File: config.mk
export PLATFORM = sky130hd
export DESIGN_NAME = mmio_tx_fifo_flat
export DESIGN_NICKNAME = d
export VERILOG_FILES = /design/src/rtl/mmio_tx_fifo_if.sv /design/src/rtl/mmio_tx_fifo.sv /design/src/flat_wrapper.sv
export SDC_FILE = /design/constraint.sdc
export NUM_CORES = 1
export LEC_CHECK = 0
export ABC_AREA = 0
export CAP_MARGIN = 20
export CORE_ASPECT_RATIO = 1.1
export CORE_MARGIN = 2
export CORE_UTILIZATION = 55
export CTS_BUF_LIST = sky130_fd_sc_hd__clkbuf_16
export DETAILED_ROUTE_END_ITERATION = 10
export PLACE_DENSITY = 0.81
export SETUP_SLACK_MARGIN = 0.05
export SKIP_CTS_REPAIR_TIMING = 1
export SLEW_MARGIN = 20
export SYNTH_ARGS = -nofsm -noshare
export SYNTH_HDL_FRONTEND = slang
export SYNTH_SLANG_ARGS = --single-unit
File: constraint.sdc
create_clock -name clk -period 8.6 [get_ports clk]
set_input_delay 1.29 -clock clk [delete_from_list [all_inputs] [get_ports clk]]
set_output_delay 1.29 -clock clk [all_outputs]
set_load 0.005 [all_outputs]
File: src/rtl/mmio_tx_fifo_if.sv
// rtl/mmio_tx_fifo_if.sv - store-bus snoop, status read and TX drain stream bundle
interface mmio_tx_fifo_if;
   logic        memwrite;
   logic [31:0] dataadr;
   logic [31:0] writedata;
   logic        stat_sel;
   logic [31:0] stat_rd;
   logic        out_valid;
   logic [31:0] out_data;
   logic        out_ready;
   logic        overflow;

   modport slave (
      input  memwrite, dataadr, writedata, out_ready,
      output stat_sel, stat_rd, out_valid, out_data, overflow
   );

   modport master (
      output memwrite, dataadr, writedata, out_ready,
      input  stat_sel, stat_rd, out_valid, out_data, overflow
   );
endinterface

File: src/rtl/mmio_tx_fifo.sv
// rtl/mmio_tx_fifo.sv - MMIO TX FIFO snooping processor stores; MMIO_DROP_CNT_EN adds a drop counter
module mmio_tx_fifo #(
   parameter int          DEPTH     = 8,
   parameter logic [31:0] TX_ADDR   = 32'h0000_FFF0,
   parameter logic [31:0] STAT_ADDR = 32'h0000_FFF4
) (
   input logic            clk,
   input logic            reset,
   mmio_tx_fifo_if.slave  bus
);
   localparam int AW = $clog2(DEPTH);

   logic [AW-1:0] wr_ptr_q, wr_ptr_d;
   logic [AW-1:0] rd_ptr_q, rd_ptr_d;
   logic [AW:0]   count_q, count_d;
   logic          overflow_q, overflow_d;
   logic [31:0]   mem_q [DEPTH];

   logic push, pop, push_acc, drop, stat_clr, empty, full;
   logic [15:0] drop_hi;

   always_comb begin
      push     = bus.memwrite && (bus.dataadr == TX_ADDR);
      stat_clr = bus.memwrite && (bus.dataadr == STAT_ADDR);
      empty    = (count_q == '0);
      full     = (count_q == (AW+1)'(DEPTH));
      pop      = !empty && bus.out_ready;
      // When full, a push only fits if the head leaves in the same cycle.
      push_acc = push && (!full || pop);
      drop     = push && full && !pop;
   end

   always_comb begin
      wr_ptr_d   = wr_ptr_q;
      rd_ptr_d   = rd_ptr_q;
      count_d    = count_q;
      overflow_d = overflow_q;
      if (push_acc) wr_ptr_d = wr_ptr_q + AW'(1);
      if (pop)      rd_ptr_d = rd_ptr_q + AW'(1);
      case ({push_acc, pop})
         2'b10:   count_d = count_q + (AW+1)'(1);
         2'b01:   count_d = count_q - (AW+1)'(1);
         default: count_d = count_q;
      endcase
      if (stat_clr) overflow_d = 1'b0;
      if (drop)     overflow_d = 1'b1;
   end

   always_ff @(posedge clk or negedge reset) begin
      if (!reset) begin
         wr_ptr_q   <= '0;
         rd_ptr_q   <= '0;
         count_q    <= '0;
         overflow_q <= 1'b0;
      end else begin
         wr_ptr_q   <= wr_ptr_d;
         rd_ptr_q   <= rd_ptr_d;
         count_q    <= count_d;
         overflow_q <= overflow_d;
      end
   end

   always_ff @(posedge clk) begin
      if (push_acc) mem_q[wr_ptr_q] <= bus.writedata;
   end

`ifdef MMIO_DROP_CNT_EN
   logic [15:0] drop_cnt_q, drop_cnt_d;

   always_comb begin
      drop_cnt_d = stat_clr ? 16'h0 : drop_cnt_q;
      if (drop && (drop_cnt_d != 16'hFFFF)) drop_cnt_d = drop_cnt_d + 16'h1;
   end

   always_ff @(posedge clk or negedge reset) begin
      if (!reset) drop_cnt_q <= 16'h0;
      else        drop_cnt_q <= drop_cnt_d;
   end

   assign drop_hi = drop_cnt_q;
`else
   assign drop_hi = 16'h0;
`endif

   // RAM is not reset, so the head is masked to zero whenever nothing is queued.
   assign bus.out_valid = !empty;
   assign bus.out_data  = empty ? 32'h0 : mem_q[rd_ptr_q];
   assign bus.overflow  = overflow_q;
   assign bus.stat_sel  = (bus.dataadr == STAT_ADDR);
   assign bus.stat_rd   = {drop_hi, 8'(count_q), 5'b0, overflow_q, full, empty};
endmodule

File: src/flat_wrapper.sv
// flat-port wrapper written by rule: the top's interface ports become plain ports
module mmio_tx_fifo_flat 
#(
   parameter int          DEPTH     = 8,
   parameter logic [31:0] TX_ADDR   = 32'h0000_FFF0,
   parameter logic [31:0] STAT_ADDR = 32'h0000_FFF4
)
  (clk, reset, bus_memwrite, bus_dataadr, bus_writedata, bus_out_ready, bus_stat_sel, bus_stat_rd, bus_out_valid, bus_out_data, bus_overflow);
  mmio_tx_fifo_if bus_i ();
  input logic clk;
  input logic reset;
  input wire logic [$bits(bus_i.memwrite)-1:0] bus_memwrite;
  input wire logic [$bits(bus_i.dataadr)-1:0] bus_dataadr;
  input wire logic [$bits(bus_i.writedata)-1:0] bus_writedata;
  input wire logic [$bits(bus_i.out_ready)-1:0] bus_out_ready;
  output wire logic [$bits(bus_i.stat_sel)-1:0] bus_stat_sel;
  output wire logic [$bits(bus_i.stat_rd)-1:0] bus_stat_rd;
  output wire logic [$bits(bus_i.out_valid)-1:0] bus_out_valid;
  output wire logic [$bits(bus_i.out_data)-1:0] bus_out_data;
  output wire logic [$bits(bus_i.overflow)-1:0] bus_overflow;
  assign bus_i.memwrite = bus_memwrite;
  assign bus_i.dataadr = bus_dataadr;
  assign bus_i.writedata = bus_writedata;
  assign bus_i.out_ready = bus_out_ready;
  assign bus_stat_sel = bus_i.stat_sel;
  assign bus_stat_rd = bus_i.stat_rd;
  assign bus_out_valid = bus_i.out_valid;
  assign bus_out_data = bus_i.out_data;
  assign bus_overflow = bus_i.overflow;
  mmio_tx_fifo #(.DEPTH(DEPTH), .TX_ADDR(TX_ADDR), .STAT_ADDR(STAT_ADDR)) u_core (.clk(clk), .reset(reset), .bus(bus_i));
endmodule
Word level (Yosys, flattened, before mapping)
Memory sizes are Yosys's and may differ from the RTL's.
Cells that the tools add are included.

cells by class
  equal/unequal tests = 5
  divide/modulo/power cells = 0
  multipliers = 0
  bitwise logic cells = 0
  reduce and logical (&&, ||, !) cells = 13
  shifts and indexed selects = 0
  add/subtract/negate cells = 4
  magnitude comparators = 0
  mux-type cells = 6

operator list
  kind                  count
  $eq 32x16->1 const B  2
  $mux 32               1
  $pmux 4 s2            1
  $add 3x1->3 const B   2
  $logic_and 1x1->1     6
  $add 4x1->4 const B   1
  $eq 4x4->1 const B    1
  $logic_not 4->1       1
  $mux 1                4
  $reduce_bool 2->1     2
  $sub 4x1->4 const B   1
  $logic_not 1->1       3
  $eq 2x1->1 const B    1
  $eq 2x2->1 const B    1
  $logic_or 1x1->1      1

word-level totals
  memories kept = 1
  input port bits = 68
  output and inout port bits = 67
  flip-flop bits (word level) = 11
  latch bits = 0
  bits in read-only memories = 0
  logic and storage cells = 33
  bits in writable memories = 256

memories
  name          depth  bits a word  read ports  clocked after Yosys merged registers in  write ports  RTL line            RTL
  u_core.mem_q  8      32           1           0                                        1            mmio_tx_fifo.sv:17  logic [31:0] mem_q [DEPTH];

Logic depth before layout (Yosys ltp)
Gate-level depths: netlist of run 1.

  depth in word-level cells = 7
  gate-level depth with buffers = 11
  gate-level depth less buffers = 11

Worst setup path after synthesis of run 1
No wires, ideal clock.

  kind = input-to-reg
  from = in bus_dataadr[21]
  to = mem u_core.mem_q[0][0] (enable)
  path buffers = 0
  setup time = 0.461 ns
  data arrival time = 4.956 ns
  setup slack = 3.183 ns
  cell stages on the path = 5
  required time = 8.139 ns
  cells stage by stage = or4_4 -> nor4_4 -> nand3_2 -> or3_4 -> nor3_1

between the ends
  cells in the longest elaborated chain, start to end = 5

ends and longest elaborated chain
  element                       RTL line            RTL
  start: declaration            flat_wrapper.sv:13  input wire logic [$bits(bus_i.dataadr)-1:0] bus_dataadr;
  $eq 32x16->1                  mmio_tx_fifo.sv:23  push = bus.memwrite && (bus.dataadr == TX_ADDR);
  $logic_and 1x1->1             mmio_tx_fifo.sv:23
  $logic_and 1x1->1             mmio_tx_fifo.sv:29  push_acc = push && (!full || pop);
  $mux 1                        mmio_tx_fifo.sv:64  if (push_acc) mem_q[wr_ptr_q] <= bus.writedata;
  $mux 1 (implied by the code)  mmio_tx_fifo.sv:64
  end: declaration              mmio_tx_fifo.sv:17

Every way passes these cells.

Final worst setup path of run 1
  from = in bus_dataadr[21]
  to = out bus_stat_sel

between the ends
  cells in the longest elaborated chain, start to end = 1

ends and longest elaborated chain
  element           RTL line            RTL
  $eq 32x16->1      mmio_tx_fifo.sv:89  assign bus.stat_sel = (bus.dataadr == STAT_ADDR);
  end: declaration  flat_wrapper.sv:16  output wire logic [$bits(bus_i.stat_sel)-1:0] bus_stat_sel;

Every way passes these cells.

==> results of run 1 <==
-- critical path, stage by stage --
cell,delay (ps)
clkdlybuf4s50_1,400
or4_4,540
nor4_4,370
and2_2,230
and3_1,170
clkdlybuf4s50_1,500
-- cell type report --
cell class                 count  area share [%]
sequential                   267            61.0
tap                          247            2.37
inverter                       5           0.144
clock inverter                20            2.33
clock buffer                  25            4.79
timing repair buffer         120            9.45
multi-input combinational    223            19.9
-- per-stage QoR --
stage	hold WS [ps]	utilization (%)	total power [mW]	instances	cell area, µm²
4_1_cts	575	67.9	3.86	904	13000
6_report	578	68.4	3.82	907	13100
3_3_place_gp	558	63.1	2.61	859	12000
5_1_grt	658	68.4	3.97	907	13100
2_1_floorplan	514	-	2.18	545	10800
3_5_place_dp	562	63.1	2.64	859	12000
-- kinds of logic after synthesis --
kind of cell | synth area share (%)
flip-flops | 74.3
AO/OA/AOI/OAI | 0.875
XOR/XNOR | 0.408
adder cells (fa/ha/maj) | 0.653
buffers and inverters | 2.96
other | 0.0350
multiplexers | 16.9
AND/OR/NAND/NOR | 3.92
-- routing by layer --
layer	share of wire (%)	vias to the layer above
li1	-	2312
met1	41	2717
met2	52	205
met3	5.4	42
met4	2.5	0
met5	0	-
-- cell usage in the layout (no fill, tap or decap), types with 4 or more instances in the layout --
cell type,Yosys,layout
edfxtp_1,256,256
clkdlybuf4s50_1,0,109
mux4_2,64,64
mux2i_1,33,33
nor2_1,39,33
conb_1,1,25
clkbuf_16,0,25
bufinv_16,0,8
buf_4,28,8
dfrtp_1,11,8
nand2_1,7,7
inv_1,5,7
nor2_4,0,6
xnor2_1,4,4
a21oi_1,4,4
ha_1,4,4
clkinv_2,0,4
-- power breakdown --
| group | internal, mW | leakage (nW) | switching (mW) |
|---|---|---|---|
| clock | 0.770 | 0.461 | 0.451 |
| combinational | 0.640 | 1.47 | 0.409 |
| sequential | 1.44 | 2.43 | 0.103 |
-- final timing paths --
check                      slack (ps)  depth (start not counted)                  end
max                              3800                          6         bus_stat_sel
min                               580                          2  u_core.bus.overflow
max reg2reg                      5980                          4  u_core.mem_q[7][25]
min reg2reg                       580                          2  u_core.bus.overflow
max in group asynchronous        7010                          1   u_core.rd_ptr_q[2]
min in group asynchronous        1160                          1   u_core.rd_ptr_q[0]
-- state kept, by name (all words and copies together) (netlist names) --
register / flops
u_core.bus.overflow: 1
u_core.count_q: 4
u_core.mem_q: 256
u_core.rd_ptr_q: 3
u_core.wr_ptr_q: 3
==> flow_metrics.env, run 1 <==
export IMPL_std_cell_rows=53
export IMPL_pre_cts_slack_ps=3800
export IMPL_ant_nets=0
export IMPL_ir_drop_mv=0.185
export IMPL_hold_path_class="reg2reg"
export IMPL_register_area_um2=7970
export IMPL_synth_ff_type="edfxtp_1"
export IMPL_area_growth_pct=21.8
export IMPL_r2r_start="u_core.count_q[3]"
export IMPL_synthArstFlopShare_pct=4.12
export IMPL_grt_pass1_vias=5499
export IMPL_postSynthCellCount=521
export IMPL_nets=715
export IMPL_hold_viol_final=0
export IMPL_n_antenna_cell=0
export IMPL_dp_hpwl_um=11900
export IMPL_wl_um=20600
export IMPL_maxSlewViolCount=0
export IMPL_ys_top_cells_by_count="edfxtp_1, mux4_2, nor2_1"
export IMPL_synth_area_leader_cell="edfxtp_1"
export IMPL_fin_skew_ps=18.4
export IMPL_cts_sinks=267
export IMPL_grt_util_met2_pct=34.3
export IMPL_first_iter_violations=357
export IMPL_setup_tns_ps=0
export IMPL_drv_cap=0
export IMPL_clk_pin_slew_ps=60
export IMPL_hold_start="u_core.bus.overflow"
export IMPL_h_tree_depth=1
export IMPL_fin_crit_ps=4800
export IMPL_cts_tree="built"
export IMPL_globalplace_congestion=0.764
export IMPL_yosysWarningCount=0
export IMPL_dieWidth_um=137
export IMPL_core_um2=19100
export IMPL_fin_crit_sh_pct=55.8
export IMPL_end_kind="output pin"
export IMPL_die_y_um=150
export IMPL_overflow=0
export IMPL_p_leak_nw=4.37
export IMPL_synth_top_cell_area_share_pct=71.7
export IMPL_grt_max_degree=67
export IMPL_cp_arrival_ps=3510
export IMPL_grt_use_met1_pct=28.3
export IMPL_synth_area_um2=10700
export IMPL_io_pins=135
export IMPL_grt_pass1_wl_um=31500
export IMPL_worst_path_max_fanout=4
export IMPL_via_per_inst=5.82
export IMPL_critPathLaunch="bus_dataadr[21]"
export IMPL_root_buffer="clkbuf_16"
export IMPL_synth_most_common_cell="edfxtp_1"
export IMPL_multi_input_comb_area_um2=2590
export IMPL_port_buffers=109
export IMPL_powerDensity_nw_per_um2=292
export IMPL_die_area_um2=20600
export IMPL_criticalPathCategory="in2out"
export IMPL_worstSetupStartpointType="input port"
export IMPL_rsz0062_at_grt="false"
export IMPL_cts_buffers=25
export IMPL_syn_area_per_cell_um2=20.6
export IMPL_relSlewSlack_pct=28.7
export IMPL_synth_edff_count=256
export IMPL_wl_per_cell_um=22.8
export IMPL_setup_viol=0
export IMPL_dr_pass1_iters=4
export IMPL_status="completed"
export IMPL_gr_max_usage_layer="met2"
export IMPL_fillers=1168
export IMPL_start_util_pct=56.2
export IMPL_critPathRequiredTime_ps=7310
export IMPL_antenna_found_initial=0
export IMPL_synth_cell_types=47
export IMPL_use_met3_pct=3.20
export IMPL_netlist_top_cells_area="edfxtp_1, mux4_2, mux2i_1, dfrtp_1, buf_4"
export IMPL_remaining_drc_errors=0
export IMPL_grt_total_usage_pct=20.5
export IMPL_drive_gt1_share_pct=21.1
export IMPL_setup_ws_ps=3800
export IMPL_ys_seq_area_share_pct=74.3
export IMPL_vias=5276
export IMPL_worst_pin_slew_ps=1070
export IMPL_fmax_mhz=208
export IMPL_clk_latency_ps=520
export IMPL_synth_seq_cells=267
export IMPL_cts_buffer_depth=3
No activity file was read; power rests on OpenSTA's default activity.
==> run 2, diff against run 1 <==
clock period = 4.6 ns   (was 8.6 ns; I/O delays follow)
==> run 2 against run 1 <==
  * Largest cell class unchanged
  * Core utilization fell by 0.39 points
  * First-iteration DRC count fell by 26%
  * Global-route usage rose by 0.67 points
  * Worst hold slack got worse by 58 ps
  * Register-to-register slack got worse by 4000 ps
  * Wire length rose by 1.8%
  * Highest routed layer unchanged
  * Sequential cell count did not move
  * Combinational power rose by 84%
  * Critical path depth fell by 1
==> flow_metrics.env, run 2 (same netlist as run 1, synthesis figures left out) <==
export IMPL_status="completed"
export IMPL_mostFrequentLayoutCells="edfxtp_1, clkdlybuf4s50_1, mux4_2"
export IMPL_setup_viol=0
export IMPL_maxSlewViolCount=0
export IMPL_wl_um=21000
export IMPL_via_per_inst=5.85
export IMPL_vias=5326
export IMPL_fin_crit_ps=3690
export IMPL_cts_buffers=26
export IMPL_critPathRequiredTime_ps=3910
export IMPL_dpl_cell_area_um2=12100
export IMPL_design_area_um2=13000
export IMPL_dr_pass1_iters=4
export IMPL_overflow=0
export IMPL_setup_ws_ps=915
export IMPL_worst_pin_slew_ps=1130
export IMPL_cp_top_family="flip-flops"
export IMPL_cpPeakStageDelay_ps=840
export IMPL_fin_crit_sh_pct=80.1
export IMPL_worst_path_max_fanout=31
export IMPL_r2r_cells=5
export IMPL_ir_drop_mv=0.439
export IMPL_dp_hpwl_um=12700
export IMPL_grt_pass1_vias=5631
export IMPL_clk_pin_slew_ps=60
export IMPL_cp_arrival_ps=3000
export IMPL_first_iter_violations=264
export IMPL_end_kind="output pin"
export IMPL_cts_tree="built"
export IMPL_hold_path_class="in2async"
export IMPL_layoutNonFillerInstCount=911
export IMPL_root_buffer="clkbuf_16"
export IMPL_top_register="u_core.mem_q"
export IMPL_remaining_drc_errors=0
export IMPL_ant_nets=0
export IMPL_cts_buffer_depth=3
export IMPL_p_leak_nw=4.33
export IMPL_cts_sinks=267
export IMPL_grt_pass1_wl_um=32100
export IMPL_area_growth_pct=21.1
export IMPL_fmax_mhz=271
export IMPL_worstSetupStartpointType="register"
export IMPL_largest_reg_flops=256
export IMPL_drive_gt1_share_pct=20.5
export IMPL_setup_tns_ps=0
export IMPL_largestRegisters="u_core.mem_q: 256 flops, u_core.count_q: 4 flops"
export IMPL_r2r_start="u_core.count_q[3]"
export IMPL_h_tree_depth=1
export IMPL_fin_skew_ps=8.33
export IMPL_criticalPathCategory="reg2out"
export IMPL_nets=720
export IMPL_wl_per_cell_um=23.1
export IMPL_io_pins=135
export IMPL_rrSetupSlack_ps=1990
export IMPL_pre_cts_slack_ps=651
export IMPL_antenna_found_initial=0
export IMPL_powerDensity_nw_per_um2=539
export IMPL_hold_viol_final=0
export IMPL_relSlewSlack_pct=24.7
export IMPL_path_cells="buf_4 > mux4_2 > mux2i_1 > nor2_1 > clkdlybuf4s50_1"
export IMPL_rsz0062_at_grt="false"
export IMPL_dieWidth_um=137
export IMPL_cp_slowest_cell="dfrtp_4"
export IMPL_die_area_um2=20600
export IMPL_dp_cells=866
export IMPL_grt_max_degree=45
export IMPL_die_y_um=150
export IMPL_std_cell_rows=53
export IMPL_port_buffers=109
export IMPL_reg2reg_to="u_core.mem_q[5][0]"
export IMPL_core_um2=19100
export IMPL_final_common_cell="edfxtp_1"
export IMPL_drv_cap=0
export IMPL_globalplace_congestion=0.748
export IMPL_grt_total_usage_pct=21.1
export IMPL_start_util_pct=56.2
export IMPL_clk_latency_ps=520
export IMPL_n_antenna_cell=0
export IMPL_worst_path_buf_inv=2
run 2: cell types whose count changed in the layout (fill, tap and decap cells not counted), sizes merged:
cell / previous run / this run
buf: 11 / 15
bufinv: 8 / 4
clkbuf: 25 / 27
clkinv: 8 / 12
clkinvlp: 1 / 0
inv: 8 / 7
run 2: worst max-delay path by stage:
stage	start	endpoint	slack, ps	cells after the start
floorplan	bus_dataadr[21]	u_core.mem_q[7][0]	650	5
CTS	u_core.rd_ptr_q[0]	bus_out_data[22]	820	5
global placement	bus_dataadr[21]	u_core.mem_q[7][8]	770	7
finish	u_core.rd_ptr_q[0]	bus_out_data[22]	910	5
global route	u_core.rd_ptr_q[0]	bus_out_data[2]	710	5
detailed placement	bus_dataadr[21]	u_core.mem_q[5][11]	650	7
run 2: area by class of cell:
type,instances,area [µm²]
Clock buffer,27,676
Clock inverter,18,175
Fill cell,1207,6110
Inverter,5,18.8
Multi-Input combinational cell,223,2610
Sequential cell,267,7970
Tap cell,247,309
Timing Repair Buffer,124,1230
run 2: per-stage QoR:
stage	util, %	total power [mW]	hold WS, ps
final	68.0	7.00	520
after global routing	68.0	7.30	566
after CTS	68.0	7.07	522
after detailed placement	63.5	4.95	584
after global placement	63.5	4.91	565
after floorplan	-	4.08	394
run 2: power by group:
group | switching (mW) | leakage, nW | total, mW | internal [mW]
clock | 0.836 | 0.423 | 2.11 | 1.27
combinational | 0.708 | 1.47 | 1.93 | 1.22
sequential | 0.258 | 2.43 | 2.95 | 2.70
total | 1.80 | 4.33 | 7.00 | 5.19
run 2: metal layers:
layer	vias to the layer above	wire, µm	global-route usage (%)
li1	2320	-	-
met1	2758	8220	27.3
met2	200	11200	37.5
met3	48	1000	2.42
met4	0	615	7.16
met5	-	0	0
==> run 3, diff against run 2 <==
CORE_UTILIZATION = 50   (was 55)
PLACE_DENSITY = 0.78   (was 0.81)
clock period = 3.37 ns   (was 4.6 ns; I/O delays follow)
==> run 3 against run 2 <==
  * Count of clock-buffer cells in the layout is the same
  * Clock power grew 29%
  * Final area grew 2.6%
  * Via count increased by 0.54%
  * Sequential share of layout area fell by 1.6 points
  * Critical endpoint is now bus_stat_sel
  * Largest cell class unchanged
  * Highest routed layer is now met5
==> flow_metrics.env, run 3 (same netlist as run 1, synthesis figures left out) <==
export IMPL_status="completed"
export IMPL_setup_tns_ps=0
export IMPL_fin_crit_ps=3170
export IMPL_dp_hpwl_um=13100
export IMPL_cts_buffers=26
export IMPL_ant_nets=0
export IMPL_cts_tree="built"
export IMPL_grt_pass1_vias=5748
export IMPL_setup_ws_ps=200
export IMPL_setup_viol=0
export IMPL_wl_per_cell_um=21.5
export IMPL_mostFrequentLayoutCells="edfxtp_1, clkdlybuf4s50_1, mux4_2"
export IMPL_std_cell_rows=56
export IMPL_via_per_inst=5.49
export IMPL_criticalPathCategory="in2out"
export IMPL_area_growth_pct=24.2
export IMPL_overflow=0
export IMPL_antenna_found_initial=1
export IMPL_p_leak_nw=4.47
export IMPL_multi_input_comb_area_um2=2610
export IMPL_final_common_cell="edfxtp_1"
export IMPL_grt_total_usage_pct=19.0
export IMPL_nets=740
export IMPL_hold_path_class="in2async"
export IMPL_drv_cap=0
export IMPL_die_area_um2=22600
export IMPL_fin_hold_ws_ps=318
export IMPL_layoutNonFillerInstCount=976
export IMPL_io_pins=135
export IMPL_h_tree_depth=1
export IMPL_worst_path_max_fanout=3
export IMPL_cp_arrival_ps=2660
export IMPL_port_buffers=109
export IMPL_grt_pass1_wl_um=32200
export IMPL_fin_util_pct=63.0
export IMPL_largestRegisters="u_core.mem_q: 256 flops, u_core.count_q: 4 flops"
export IMPL_clk_pin_slew_ps=60
export IMPL_worst_pin_slew_ps=938
export IMPL_power_mw=9.53
export IMPL_fillers=1468
export IMPL_vias=5355
export IMPL_ir_drop_mv=0.427
export IMPL_dr_pass1_iters=5
export IMPL_fin_crit_sh_pct=94.1
export IMPL_maxSlewViolCount=0
export IMPL_cts_sinks=267
export IMPL_cts_buffer_depth=3
export IMPL_dp_cells=924
export IMPL_pre_cts_slack_ps=-51.9
export IMPL_first_iter_violations=336
export IMPL_rsz0062_at_grt="false"
export IMPL_relSlewSlack_pct=36.7
export IMPL_start_util_pct=50.7
export IMPL_largest_reg_flops=256
export IMPL_core_um2=21200
export IMPL_dieWidth_um=144
export IMPL_remaining_drc_errors=0
export IMPL_grt_max_degree=35
export IMPL_wl_um=21000
export IMPL_hold_viol_final=0
export IMPL_fin_skew_ps=5.80
export IMPL_top_register="u_core.mem_q"
export IMPL_dpl_cell_area_um2=12400
export IMPL_n_antenna_cell=0
export IMPL_design_area_um2=13300
export IMPL_end_kind="output pin"
export IMPL_globalplace_congestion=0.720
export IMPL_fmax_mhz=316
export IMPL_root_buffer="clkbuf_16"
export IMPL_worstSetupStartpointType="input port"
export IMPL_clk_latency_ps=520
export IMPL_powerDensity_nw_per_um2=716
export IMPL_drive_gt1_share_pct=22.7
export IMPL_die_y_um=158
export IMPL_critPathRequiredTime_ps=2860
export IMPL_register_area_um2=7970
## run 3: cell count changes in the layout (fill, tap and decap cells not counted), sizes merged
| cell | delta |
|---|---|
| inv | +6 |
| bufinv | -2 |
| clkinvlp | +1 |
| buf | +20 |
| clkinv | -3 |
## run 3: final timing paths
path	start	to	slack, ps	cells after the start
max	bus_dataadr[20]	bus_stat_sel	200	6
min in group clk	u_core.bus.overflow	u_core.bus.overflow	580	2
min reg2reg	u_core.bus.overflow	u_core.bus.overflow	580	2
max in group asynchronous	reset	u_core.rd_ptr_q[0]	2680	1
max reg2reg	u_core.count_q[2]	u_core.count_q[3]	830	9
min	reset	u_core.rd_ptr_q[0]	320	1
## run 3: worst max-delay path: stages
cell and delay [ps]:
clkdlybuf4s50_1 400, or4_4 550, nor4_4 300, and2_2 210, and3_1 180, clkdlybuf4s50_1 510
## run 3: area by class of cell
class | instances | area share [%]
Clock buffer | 27 | 5.07
Clock inverter | 20 | 1.04
Inverter | 5 | 0.141
Multi-Input combinational cell | 223 | 19.6
Sequential cell | 267 | 59.8
Tap cell | 290 | 2.72
Timing Repair Buffer | 144 | 11.6
## run 3: where the power goes
group          switching, mW  total [mW]  internal [mW]
clock network           1.14        2.73           1.59
logic                   1.13        2.90           1.77
registers              0.220        3.90           3.68
total                   2.49        9.53           7.04
## run 3: metal layers
| metal | vias up | part of all wire (%) | routed length, µm | track usage, % |
|---|---|---|---|---|
| met1 | 2774 | 39 | 8290 | 24.6 |
| met2 | 185 | 52 | 11000 | 33.2 |
| met3 | 35 | 6.3 | 1330 | 3.63 |
| met4 | 2 | 1.8 | 388 | 5.04 |
| met5 | - | 0.062 | 13 | 0 |
| li1 | 2359 | - | - | - |
